[src/rtl/caf_index_sequencer_if.sv]
// Index bus between the CAF index sequencer and the reference sample buffer.
//   index_rvalid  : index_rdata carries a valid buffer index
//   index_rdata   : buffer index
//   index_rready  : buffer accepts the index this cycle
//   window_last   : qualifies index_rvalid, last index of the current shift
//   sweep_last    : qualifies index_rvalid, last index of the whole sweep
// master = sequencer side, slave = buffer side.
interface caf_index_sequencer_if #(
   parameter int index_bits = 4
);
   logic                  index_rvalid;
   logic [index_bits-1:0] index_rdata;
   logic                  index_rready;
   logic                  window_last;
   logic                  sweep_last;

   modport master (
      output index_rvalid,
      output index_rdata,
      output window_last,
      output sweep_last,
      input  index_rready
   );

   modport slave (
      input  index_rvalid,
      input  index_rdata,
      input  window_last,
      input  sweep_last,
      output index_rready
   );
endinterface

[src/rtl/caf_index_sequencer.sv]
// CAF reference-buffer index sequencer.
// On start, sweeps a correlation window across the reference buffer: for each
// shift s it issues s, s+1, ..., s+window_length-1 over a valid/ready bus,
// then advances s. Window and sweep boundaries are flagged for the accumulator.
//
// Ports:
//   clk, rst_n    : clock, asynchronous active-low reset
//   start         : one-cycle sweep request, sampled only in IDLE
//   abort         : ends a running sweep without a done pulse
//   index_bus     : index valid/data/ready plus window_last/sweep_last (master)
//   shift_idx     : current shift s, held after the sweep until the next start
//   busy          : high while the sweep is running
//   done          : one-cycle pulse after a normally completed sweep
//
// Optional feature macro: CAF_INDEX_WRAP_EN
//   defined   : index = (s+k) mod buffer_length, all num_shifts shifts issued
//   undefined : no wrap, shifts that would run past the buffer end are dropped
//
// state | meaning
// ------+------------------------------------------------
// IDLE  | waiting for start, bus idle
// RUN   | issuing indices, k = offset in window, s = shift
// DONE  | one-cycle done pulse, then back to IDLE
module caf_index_sequencer #(
   parameter int buffer_length = 10,
   parameter int index_bits    = 4,
   parameter int window_length = 8,
   parameter int num_shifts    = 3,
   parameter int shift_bits    = 4
) (
   input  logic                   clk,
   input  logic                   rst_n,
   input  logic                   start,
   input  logic                   abort,
   caf_index_sequencer_if.master  index_bus,
   output logic [shift_bits-1:0]  shift_idx,
   output logic                   busy,
   output logic                   done
);

`ifdef CAF_INDEX_WRAP_EN
   localparam int eff_shifts = num_shifts;
`else
   // only shifts whose whole window fits inside the buffer are issued
   localparam int fit_shifts = buffer_length - window_length + 1;
   localparam int eff_shifts = (num_shifts < fit_shifts) ? num_shifts : fit_shifts;
`endif

   localparam logic [shift_bits-1:0] last_shift = shift_bits'(eff_shifts - 1);
   localparam logic [index_bits-1:0] last_k     = index_bits'(window_length - 1);
   // one bit wider than either operand so s+k never overflows before reduction
   localparam int sum_w = ((index_bits > shift_bits) ? index_bits : shift_bits) + 1;

   typedef enum logic [1:0] {
      IDLE = 2'd0,
      RUN  = 2'd1,
      DONE = 2'd2
   } state_t;

   state_t                state_q, state_d;
   logic [shift_bits-1:0] s_q, s_d;
   logic [index_bits-1:0] k_q, k_d;
   logic                  xfer;
   logic                  win_end;
   logic [sum_w-1:0]      sum;
   logic [index_bits-1:0] idx;

   always_ff @(posedge clk or negedge rst_n) begin
      if (!rst_n) begin
         state_q <= IDLE;
         s_q     <= '0;
         k_q     <= '0;
      end else begin
         state_q <= state_d;
         s_q     <= s_d;
         k_q     <= k_d;
      end
   end

   assign xfer    = (state_q == RUN) && index_bus.index_rready;
   assign win_end = (k_q == last_k);

   always_comb begin
      state_d = state_q;
      s_d     = s_q;
      k_d     = k_q;
      case (state_q)
         IDLE: begin
            if (start && !abort) begin
               state_d = RUN;
               s_d     = '0;
               k_d     = '0;
            end
         end
         RUN: begin
            if (abort) begin
               state_d = IDLE;
            end else if (xfer) begin
               if (win_end) begin
                  k_d = '0;
                  if (s_q == last_shift) begin
                     state_d = DONE;
                  end else begin
                     s_d = s_q + shift_bits'(1);
                  end
               end else begin
                  k_d = k_q + index_bits'(1);
               end
            end
         end
         DONE: begin
            state_d = IDLE;
         end
         default: begin
            state_d = IDLE;
         end
      endcase
   end

   assign sum = sum_w'(s_q) + sum_w'(k_q);

`ifdef CAF_INDEX_WRAP_EN
   assign idx = index_bits'(sum % sum_w'(buffer_length));
`else
   assign idx = index_bits'(sum);
`endif

   assign index_bus.index_rvalid = (state_q == RUN);
   // data is forced to zero whenever the bus is idle
   assign index_bus.index_rdata  = (state_q == RUN) ? idx : '0;
   assign index_bus.window_last  = (state_q == RUN) && win_end;
   assign index_bus.sweep_last   = (state_q == RUN) && win_end && (s_q == last_shift);

   assign shift_idx = s_q;
   assign busy      = (state_q == RUN);
   assign done      = (state_q == DONE);

endmodule
[src/flat_wrapper.sv]
// flat-port wrapper written by rule: the top's interface ports become plain ports
module caf_index_sequencer_flat 
#(
   parameter int buffer_length = 10,
   parameter int index_bits    = 4,
   parameter int window_length = 8,
   parameter int num_shifts    = 3,
   parameter int shift_bits    = 4
)
  (clk, rst_n, start, abort, shift_idx, busy, done, index_bus_index_rvalid, index_bus_index_rdata, index_bus_window_last, index_bus_sweep_last, index_bus_index_rready);
  caf_index_sequencer_if #(.index_bits(index_bits)) index_bus_i ();
  input  logic clk;
  input  logic rst_n;
  input  logic start;
  input  logic abort;
  output logic [shift_bits-1:0] shift_idx;
  output logic busy;
  output logic done;
  output wire logic [$bits(index_bus_i.index_rvalid)-1:0] index_bus_index_rvalid;
  output wire logic [$bits(index_bus_i.index_rdata)-1:0] index_bus_index_rdata;
  output wire logic [$bits(index_bus_i.window_last)-1:0] index_bus_window_last;
  output wire logic [$bits(index_bus_i.sweep_last)-1:0] index_bus_sweep_last;
  input wire logic [$bits(index_bus_i.index_rready)-1:0] index_bus_index_rready;
  assign index_bus_index_rvalid = index_bus_i.index_rvalid;
  assign index_bus_index_rdata = index_bus_i.index_rdata;
  assign index_bus_window_last = index_bus_i.window_last;
  assign index_bus_sweep_last = index_bus_i.sweep_last;
  assign index_bus_i.index_rready = index_bus_index_rready;
  caf_index_sequencer #(.buffer_length(buffer_length), .index_bits(index_bits), .window_length(window_length), .num_shifts(num_shifts), .shift_bits(shift_bits)) u_core (.clk(clk), .rst_n(rst_n), .start(start), .abort(abort), .index_bus(index_bus_i), .shift_idx(shift_idx), .busy(busy), .done(done));
endmodule
[config.mk]
export PLATFORM = sky130hd
export DESIGN_NAME = caf_index_sequencer_flat
export DESIGN_NICKNAME = d
export VERILOG_FILES = /design/src/rtl/caf_index_sequencer_if.sv /design/src/rtl/caf_index_sequencer.sv /design/src/flat_wrapper.sv
export SDC_FILE = /design/constraint.sdc
export NUM_CORES = 1
export LEC_CHECK = 0
export BUFFER_PORTS_ARGS = -buffer_cell sky130_fd_sc_hd__buf_4
export CORE_MARGIN = 2
export CORE_UTILIZATION = 40
export CTS_BUF_LIST = sky130_fd_sc_hd__clkbuf_4 sky130_fd_sc_hd__clkbuf_8
export DETAILED_ROUTE_END_ITERATION = 8
export PLACE_DENSITY = 0.65
export SETUP_SLACK_MARGIN = 0.15
export SLEW_MARGIN = 20
export SYNTH_ARGS = -nofsm -noshare
export SYNTH_HDL_FRONTEND = slang
export SYNTH_SLANG_ARGS = --single-unit
[constraint.sdc]
create_clock -name clk -period 1.55 [get_ports clk]
set_clock_uncertainty 0.1 [all_clocks]
set_input_delay 0.155 -clock clk [delete_from_list [all_inputs] [get_ports clk]]
set_output_delay 0.155 -clock clk [all_outputs]
set_load 0.005 [all_outputs]
; Yosys cells after proc, flatten, opt, wreduce, memory -nomap -nowiden
; Index checks and enable logic that the tools add are counted.
[word_totals]
n_memories = 0
reg_bits = 10
romBits = 0
elab_cells = 45
latch_bits = 0
mem_bits_rw = 0
[classes]
addsub = 3
order_cmp = 0
n_reduce_logical = 10
muxes = 17
shifts = 0
mul = 0
eq_ne = 12
bitwise = 0
div = 0
[ops]
columns = cell, count
row1 = 4-bit 2-to-1 mux, 9
row2 = 4-bit one-hot mux with 2 select lines, 2
row3 = 2-bit 2-to-1 mux, 5
row4 = "3-bit by 2-bit inequality test with 1-bit output, second input constant", 3
row5 = "4-bit by 1-bit adder with 4-bit output, second input constant", 2
row6 = 4-bit AND reduction, 2
row7 = "2-bit by 1-bit inequality test with 1-bit output, second input constant", 3
row8 = 6-bit AND reduction, 1
row9 = 4-bit adder, 1
row10 = "4-bit by 2-bit equality test with 1-bit output, second input constant", 1
row11 = "4-bit by 3-bit equality test with 1-bit output, second input constant", 1
row12 = 1-bit logical AND, 4
row13 = "2-bit inequality test, second input constant", 2
row14 = 2-bit one-hot mux with 2 select lines, 1
row15 = "2-bit by 1-bit equality test with 1-bit output, second input constant", 1
row16 = "2-bit equality test, second input constant", 1
row17 = 2-bit zero test, 1
row18 = 2-bit nonzero test, 1
row19 = 1-bit zero test, 1

; Longest topological paths before layout
; Gate-level depths: netlist of run 1.
[depth]
depth_word = 6
depth_mapped = 5

; Least setup slack after synthesis of run 1
; No wires, ideal clock.
[synth_path]
kind = reg2reg
from = register u_core.s_q[0] (netlist: u_core.shift_idx[0])
to = register u_core.state_q[0]
n_path_buf = 0
period_less_slack_ns = 1.666
setup_slack_ns = -0.116
setup_ns = 0.127
path_stages_with_launch = 6
arrival_time_ns = 1.439
path_cell_list = dfrtp_1 inv_1 ha_1 or3b_2 o32ai_1 nor3_1
[synth_between]
elab_chain_len = 3
[synth_rtl]
columns = element, line
row1 = from (decl), caf_index_sequencer.sv:61  ; logic [shift_bits-1:0] s_q, s_d;
row2 = from (signal assigned), caf_index_sequencer.sv:71  ; s_q <= '0;
row3 = from (signal assigned), caf_index_sequencer.sv:75  ; s_q <= s_d;
row4 = 4-bit by 2-bit equality test with 1-bit output, caf_index_sequencer.sv:101  ; if (s_q == last_shift) begin
row5 = 3-bit by 2-bit inequality test with 1-bit output (no source line), -
row6 = 4-bit AND reduction (no source line), -
row7 = to (signal assigned), caf_index_sequencer.sv:74  ; state_q <= state_d;
row8 = to (decl), caf_index_sequencer.sv:60  ; state_t state_q, state_d;
; No other way between the ends.
; A chain may end at the register's enable or synchronous reset.

; Worst setup path in the final report of run 1
[layout_path]
from = register u_core.s_q[1] (netlist: u_core.shift_idx[1])
to = output port index_bus_index_rdata[3]
[layout_between]
elab_chain_len = 2
[layout_rtl]
columns = element, line
row1 = 4-bit adder, caf_index_sequencer.sv:120  ; assign sum = sum_w'(s_q) + sum_w'(k_q);
row2 = 4-bit 2-to-1 mux, caf_index_sequencer.sv:130  ; assign index_bus.index_rdata = (state_q == RUN) ? idx : '0;
row3 = to (decl), flat_wrapper.sv:20  ; output wire logic [$bits(index_bus_i.index_rdata)-1:0] index_bus_index_rdata;
; No other way between the ends.

==> results of run 1 <==
## worst max path at each step
stage	from	end	slack (ns)	cells past startpoint
2_1_floorplan	u_core.shift_idx[1]	index_bus_index_rdata[3]	-0.004	4
3_3_place_gp	u_core.shift_idx[1]	index_bus_index_rdata[3]	-0.09	5
3_5_place_dp	u_core.shift_idx[1]	index_bus_index_rdata[3]	-0.12	5
4_1_cts	u_core.shift_idx[1]	index_bus_index_rdata[3]	-0.38	5
5_1_grt	u_core.shift_idx[1]	index_bus_index_rdata[3]	-0.50	5
6_report	u_core.shift_idx[1]	index_bus_index_rdata[3]	-0.42	5
## layout make-up
class,instances,share of cell area
multi-input combinational,58,0.4099
timing repair buffer,49,0.3298
sequential,10,0.1926
inverter,8,0.02669
tap,25,0.02383
clock buffer,3,0.01716
## cell families after synthesis
group,synth area share
adder cells (fa/ha/maj),0.1284
AND/OR/NAND/NOR,0.2078
XOR/XNOR,0.02365
multiplexers,0.02703
AO/OA/AOI/OAI,0.1976
buffers and inverters,0.07770
flip-flops,0.3378
## through the flow
step / hold WS (ns) / instance area, um2
after floorplan: -0.2406 / 758.2
after global placement: -0.1063 / 1002
after detailed placement: -0.1040 / 1002
after CTS: 0.09217 / 1205
after global routing: 0.1013 / 1313
final: 0.09319 / 1313
## state kept, by name, summed over array words and instances (netlist names)
signal            count
u_core.state_q        2
u_core.shift_idx      4
u_core.k_q            4
## per-layer routing
metal,track usage,part of all wire,vias up
met4,0.08333,0.024,0
met1,0.3286,0.42,416
met3,0.08846,0.045,10
met5,0,0,-
met2,0.3973,0.51,29
li1,-,-,394
## cell usage in the layout (no fill, tap or decap), types with 2 or more instances in the layout
| master | n |
|---|---|
| a21o_1 | 2 |
| a31oi_1 | 4 |
| buf_4 | 31 |
| buf_6 | 16 |
| clkbuf_4 | 3 |
| dfrtp_1 | 8 |
| dfrtp_2 | 2 |
| dlygate4sd3_1 | 2 |
| ha_1 | 4 |
| ha_4 | 2 |
| inv_1 | 5 |
| inv_4 | 2 |
| mux2i_1 | 2 |
| nand2_1 | 4 |
| nand3_2 | 2 |
| nor2_1 | 3 |
| o211ai_1 | 3 |
| o21ai_1 | 4 |
## where the power goes
part           internal (mW)  switching, mW
combinational          0.331          0.266
sequential             0.295         0.0303
clock                 0.0899         0.0996
## worst register-to-register path: stages (launching register included)
cell	delay (ns)
dfrtp_1	0.39
buf_6	0.13
buf_6	0.11
ha_4	0.16
buf_6	0.11
buf_6	0.11
or4b_1	0.50
o21ai_1	0.10
## timing repair
item | 4_1_cts | 5_1_grt
buffers inserted | 11 | 4
endpoints found under the hold margin | 11 | 0
pin swaps | 7 | 11
hold buffers | 2 | 0
setup endpoints to repair | 17 | 18
cloned | 0 | 0
gates resized for setup | 24 | 19
==> out/metrics.csv, run 1 <==
metric,value,unit
status,finished with violations,
failing checks,setup timing,
final std cells w/o fill,153,
first-pass GRT wire length,3.822,mm
CTS Buf Count,3,
Synth cell types,37,
Clock Pin Slew Worst Setup and Hold Paths,0.07,ns
ys async rst share,1.000,
Pwr Total,1.112,mW
multi-input logic area,538.0,um2
r2r startpoint,u_core.k_q[1],
Syn Nets,92,
RSZ-0062 raised after global routing,yes,
TNS Setup,-2.634,ns
critical path type,flop to primary output,
Final min period,1.966,ns
YS warnings,0,
filler instances,119,
Initial Utilization,0.4290,
die area,2212,um2
DRT iter0 DRCs,26,
placed cell count,133,
I/O Pins,18,
CTS tree,done,
slowest cell on the critical path,dfrtp_1,
Layout Nets,142,
Util after Layout,0.7601,
Worst R2R Path Depth,7,
Root Driver,clkbuf_4,
pre-CTS setup slack,-0.1169,ns
die extent in x,47.03,um
Final ANT Viol Nets,0,
peak supply drop,0.6224,mV
GRT Overall Usage,0.2538,
crit path max fanout,4,
hold depth,3,
Via density,5.549,
clk sinks,10,
worst path buffer plus inverter count,1,
max-slew violations,0,
Post-synth EDFFs,0,
die height,47.03,um
"Seq/Total Area, Yosys",0.3378,
core area,1727,um2
ratio of cells with drive above 1 in the final layout,0.5547,
Antenna diodes,0,
Final Hold Violating Endpoints,0,
via count,849,
Max Freq,508.5,MHz
row count,15,
mapped cell area,740.7,um2
Max Cap Viol,0,
WHS Endpoint,u_core.state_q[0],
FF-to-FF End,u_core.k_q[3],
routability cong.,0.7822,
Sequential cell area,252.7,um2
critical path's largest stage delay,0.41,ns
most common cell in the netlist,dfrtp_1,
DRC viols,0,
Gate Count Post-Synth,80,
drt pass-1 iters,4,
worst path required time,1.29,ns
post-synth top area share,0.3378,
mean post-synth cell area,9.259,um2
routed wire length,2.605,mm
Min-Delay Path Class,input port to flop,
"Arr. time, crit path",1.71,ns
internal reg-to-reg setup slack,-0.23,ns
final setup fails,13,
wire length per cell,17.03,um
insertion delay to the later sink of the worst-skew pair,0.27,ns
worst slew pin tran,0.4130,ns
cell family with most CP delay,compound AO/OA/AOI/OAI gates,
Area Growth Syn to Fin,77.20,%
PwrDens,847.3,nW/um2
number of H-tree levels,1,
largest net degree at the start of global routing,11,
most common library cells after synthesis,"dfrtp_1 (10), inv_1 (8), ha_1 (6)",
cell taking the most area after synthesis,dfrtp_1,
Overflow after GRT,0,
CP endpoint kind,primary output,
ys flop type,dfrtp_1,
critical path cell sequence,ha_1 -> a21o_1 -> a2111o_1 -> o21ai_1 -> buf_4,
worst setup margin,-0.4164,ns
Final Cycle Share,1.269,
synthesized flop and latch total,10,
DP Wirelength,1.524,mm
CP startpoint kind,flop,
clock tree buffer depth,2,
LEAKAGE,0.5960,nW
min-delay src,start,
IO Port Bufs,17,
vias in the first global route,801,
antenna violations before repair,0,
Worst slew margin,0.7175,
synth top area cells,"dfrtp_1 (34%), ha_1 (10%), inv_1 (4.1%), a31oi_1 (3.4%), o21ai_0 (3.4%)",
No activity file was read; power rests on OpenSTA's default activity.
==> run 2: changes to the inputs <==
Settings changed: CELL_PAD_IN_SITES_DETAIL_PLACEMENT set to 2, CELL_PAD_IN_SITES_GLOBAL_PLACEMENT set to 2, CORE_UTILIZATION 40 to 29, PLACE_DENSITY 0.65 to 0.76.
==> run 2 against run 1 <==
  * The run still ends with setup timing left
  * Global-route usage rose by 4.7 points
  * Final area up 12%
  * First-iteration DRC count is 42% lower
  * Setup slack got worse by 0.13 ns
  * Sequential power about the same
  * Combinational power increased by 24%
  * Clock-buffer cell count rose by 1
  * Sequential share of layout area is 2.1 points lower
  * Critical endpoint unchanged
  * Largest power group unchanged
  * Highest routed layer unchanged
==> out/metrics.csv, run 2 (synthesized netlist as in run 1, its figures left out) <==
metric,value,unit
status,finished with violations,
failing checks,setup timing,
worst setup margin,-0.5460,ns
Post-Place Cell Area,1023,um2
Min-Delay Path Class,input port to flop,
r2r startpoint,u_core.k_q[1],
wire length per cell,25.98,um
Sequential cell area,252.7,um2
number of H-tree levels,1,
Final min period,2.096,ns
"commonest non-fill, non-tap cell in the layout",buf_4,
DRT iter0 DRCs,15,
Final Hold Violating Endpoints,0,
CTS Buf Count,3,
IO Port Bufs,17,
LEAKAGE,0.6610,nW
GRT Overall Usage,0.3003,
Util after Layout,0.5999,
Root Driver,clkbuf_4,
Final ANT Viol Nets,0,
die extent in x,54.54,um
I/O Pins,18,
multi-input logic area,613.1,um2
antenna violations before repair,0,
routed wire length,4.364,mm
GRT Max-Usage Layer,met2,
core area,2455,um2
crit path max fanout,2,
max-slew violations,0,
clk sinks,10,
Overflow after GRT,0,
Via density,5.452,
"commonest non-fill, non-tap cells in the layout","buf_4 (41), buf_6 (16), dfrtp_1 (8)",
Max Freq,477.1,MHz
Antenna diodes,0,
met3 Usage GRT,0.07650,
worst slew pin tran,0.4191,ns
filler instances,230,
Area Growth Syn to Fin,98.82,%
Initial Utilization,0.3017,
Clock Pin Slew Worst Setup and Hold Paths,0.09,ns
routability cong.,0.7990,
Final Cell Area,1473,um2
vias in the first global route,1019,
first-pass GRT wire length,5.802,mm
CP endpoint kind,primary output,
Final Cycle Share,1.352,
PwrDens,907.3,nW/um2
die area,2975,um2
drt pass-1 iters,4,
die height,54.54,um
largest net degree at the start of global routing,11,
Max Cap Viol,0,
critical path cell sequence,ha_1 -> a21o_1 -> a2111o_1 -> o21ai_2 -> buf_4,
Pwr Total,1.336,mW
clock tree buffer depth,2,
crit path from,u_core.k_q[1],
min-delay src,abort,
CTS tree,done,
critical path type,flop to primary output,
M1 GR Usage,0.3591,
Layout Nets,151,
met2 usage,0.5060,
DRC viols,0,
slowest cell on the critical path,dfrtp_1,
Worst slew margin,0.7199,
peak supply drop,0.7702,mV
row count,18,
pre-CTS setup slack,-0.1710,ns
final setup fails,15,
insertion delay to the later sink of the worst-skew pair,0.31,ns
DP Wirelength,1.923,mm
CP startpoint kind,flop,
"Arr. time, crit path",1.84,ns
critical path's largest stage delay,0.41,ns
via count,916,
worst path required time,1.29,ns
ratio of cells with drive above 1 in the final layout,0.6667,
RSZ-0062 raised after global routing,yes,
==> run 2: final cells by class <==
class,count,share of cell area
multi-input combinational,58,0.4163
timing repair buffer,58,0.3381
sequential,10,0.1716
tap,30,0.02549
clock buffer,4,0.02464
inverter,8,0.02379
==> run 2: report_power, final <==
part	internal (mW)	switching (mW)
Clock	0.144	0.129
Sequential	0.295	0.0281
Combinational	0.375	0.366
Total	0.813	0.523
==> run 2: worst paths after layout <==
path,end,slack (ns),cells after the start
setup / recovery,index_bus_index_rdata[3],-0.55,5
hold reg to reg,u_core.k_q[3],0.56,2
hold / removal,u_core.state_q[0],0.009,2
setup reg to reg,u_core.shift_idx[1],-0.55,9
max in group asynchronous,u_core.state_q[0],1.04,2
min in group asynchronous,u_core.k_q[1],0.12,2
==> run 2: worst max-delay path, delay by kind of cell (launching register included) <==
family / cells / cell delay [ns]
AO/OA/AOI/OAI: 3 / 0.68
adder cells (fa/ha/maj): 1 / 0.31
buffers and inverters: 1 / 0.13
flip-flops: 1 / 0.41
==> run 2: per-stage QoR <==
step / hold slack, ns / setup TNS (ns) / std cells
floorplan: -0.2406 / -0.007266 / 80
global placement: -0.1027 / -0.4260 / 140
detailed placement: -0.1010 / -0.5958 / 140
CTS: 0.01292 / -2.478 / 161
global route: 0.008152 / -6.076 / 168
finish: 0.008778 / -5.367 / 168
==> run 2: metal layers <==
| layer | vias to the layer above | share of wire |
|---|---|---|
| met5 | - | 0 |
| met3 | 13 | 0.047 |
| met1 | 458 | 0.44 |
| li1 | 414 | - |
| met2 | 31 | 0.48 |
| met4 | 0 | 0.033 |
==> run 2: repair_timing <==
action,in CTS,in global routing
buffers inserted,16,7
resized for setup,39,17
pin swaps,12,7
endpoints found under the setup margin,19,20
hold endpoints to repair,10,0
hold buffers,1,0
==> run 3: changes to the inputs <==
Settings changed: RECOVER_POWER set to 100.
==> run 3 against run 2 <==
  * The run still ends with setup timing left
  * Final area fell by 0.51%
  * Via count decreased by 0.55%
  * Die area unchanged
  * Largest cell class unchanged
  * Highest routed layer unchanged
==> out/metrics.csv, run 3 (synthesized netlist as in run 1, its figures left out) <==
metric,value,unit
status,finished with violations,
failing checks,setup timing,
Overflow after GRT,0,
min-delay src,abort,
Final Cell Area,1465,um2
wire length per cell,25.94,um
final std cells w/o fill,168,
Via density,5.423,
worst path required time,1.29,ns
core area,2455,um2
CTS Buf Count,3,
DP Wirelength,1.923,mm
GRT Overall Usage,0.3003,
final setup fails,15,
"commonest non-fill, non-tap cell in the layout",buf_4,
Root Driver,clkbuf_4,
"commonest non-fill, non-tap cells in the layout","buf_4 (38), buf_6 (16), dfrtp_1 (8)",
number of H-tree levels,1,
Final ANT Viol Nets,0,
die height,54.54,um
first-pass GRT wire length,5.802,mm
placed cell count,140,
insertion delay to the later sink of the worst-skew pair,0.31,ns
Final Hold Violating Endpoints,0,
WL met3,256,um
antenna violations before repair,0,
peak supply drop,0.7682,mV
crit path max fanout,2,
RSZ-0062 raised after global routing,yes,
I/O Pins,18,
routability cong.,0.7990,
LEAKAGE,0.6530,nW
WHS,0.008595,ns
Final min period,2.091,ns
critical path type,flop to primary output,
r2r startpoint,u_core.k_q[1],
Min-Delay Path Class,input port to flop,
clock tree buffer depth,2,
worst slew pin tran,0.6643,ns
Util after Layout,0.5968,
slowest cell on the critical path,dfrtp_1,
clk sinks,10,
CP startpoint kind,flop,
die area,2975,um2
Clock Pin Slew Worst Setup and Hold Paths,0.09,ns
CP endpoint kind,primary output,
routed wire length,4.358,mm
Max Freq,478.3,MHz
critical path cell sequence,ha_1 -> a21o_1 -> a2111o_1 -> o21ai_2 -> buf_4,
"Arr. time, crit path",1.84,ns
max-slew violations,0,
wire length on met2,2.079,mm
via count,911,
crit path from,u_core.k_q[1],
Pwr Total,1.324,mW
CTS tree,done,
Post-Place Cell Area,1023,um2
Worst slew margin,0.5571,
DRT met1 WL,1.875,mm
Layout Nets,151,
vias in the first global route,1019,
die extent in x,54.54,um
row count,18,
TNS Setup,-5.328,ns
ratio of cells with drive above 1 in the final layout,0.6522,
Max Cap Viol,0,
DRT iter0 DRCs,12,
DR top layer,met4,
DRC viols,0,
drt pass-1 iters,4,
pre-CTS setup slack,-0.1710,ns
PwrDens,903.8,nW/um2
worst setup margin,-0.5409,ns
Antenna diodes,0,
IO Port Bufs,17,
Final Cycle Share,1.349,
critical path's largest stage delay,0.41,ns
Area Growth Syn to Fin,97.80,%
Initial Utilization,0.3017,
largest net degree at the start of global routing,11,
==> run 3: changes by cell type in the layout (fill, tap and decap cells not counted), sizes merged <==
cell and change:
buf -3, clkbuf +3
==> run 3: worst paths after layout <==
kind | depth (start not counted) | slack (ns) | to
max | 5 | -0.54 | index_bus_index_rdata[3]
max reg2reg | 9 | -0.53 | u_core.shift_idx[1]
max in group asynchronous | 2 | 0.58 | u_core.state_q[0]
min | 2 | 0.009 | u_core.state_q[0]
min in group asynchronous | 2 | 0.29 | u_core.k_q[1]
min reg2reg | 2 | 0.56 | u_core.k_q[3]
==> run 3: worst max-delay path: cells and delay by family (launching register included) <==
family                     cells  cell delay (ns)
DFF                            1             0.41
buffers and inverters          1             0.13
AOI/OAI and AO/OA              3             0.68
adders and majority gates      1             0.31
==> run 3: what timing repair did <==
action                     4_1_cts  5_1_grt
hold buffers                     1        0
hold endpoints to repair        10        0
pin swaps                       12        7
buffers inserted                16        7
cloned                           0        0
resized for setup               39       17
setup endpoints to repair       19       20
==> run 3: layer usage <==
layer  vias to the layer above  track usage
li1                        415            -
met1                       450       0.3591
met2                        33       0.5060
met3                        13      0.07650
met4                         0       0.1292
met5                         -            0
==> run 3: final cells by class <==
class	instances	area [um2]
fillers	234	989.7
repair buffers	58	490.5
flip-flops and latches	10	252.7
well taps	30	37.54
multi-input cells	58	613.1
inverters	8	35.03
clock buffers	4	36.28
==> run 3: power breakdown <==
part	switching [mW]	internal [mW]	leakage [nW]
logic	0.366	0.365	0.502
clock network	0.127	0.144	0.0210
registers	0.0271	0.295	0.130
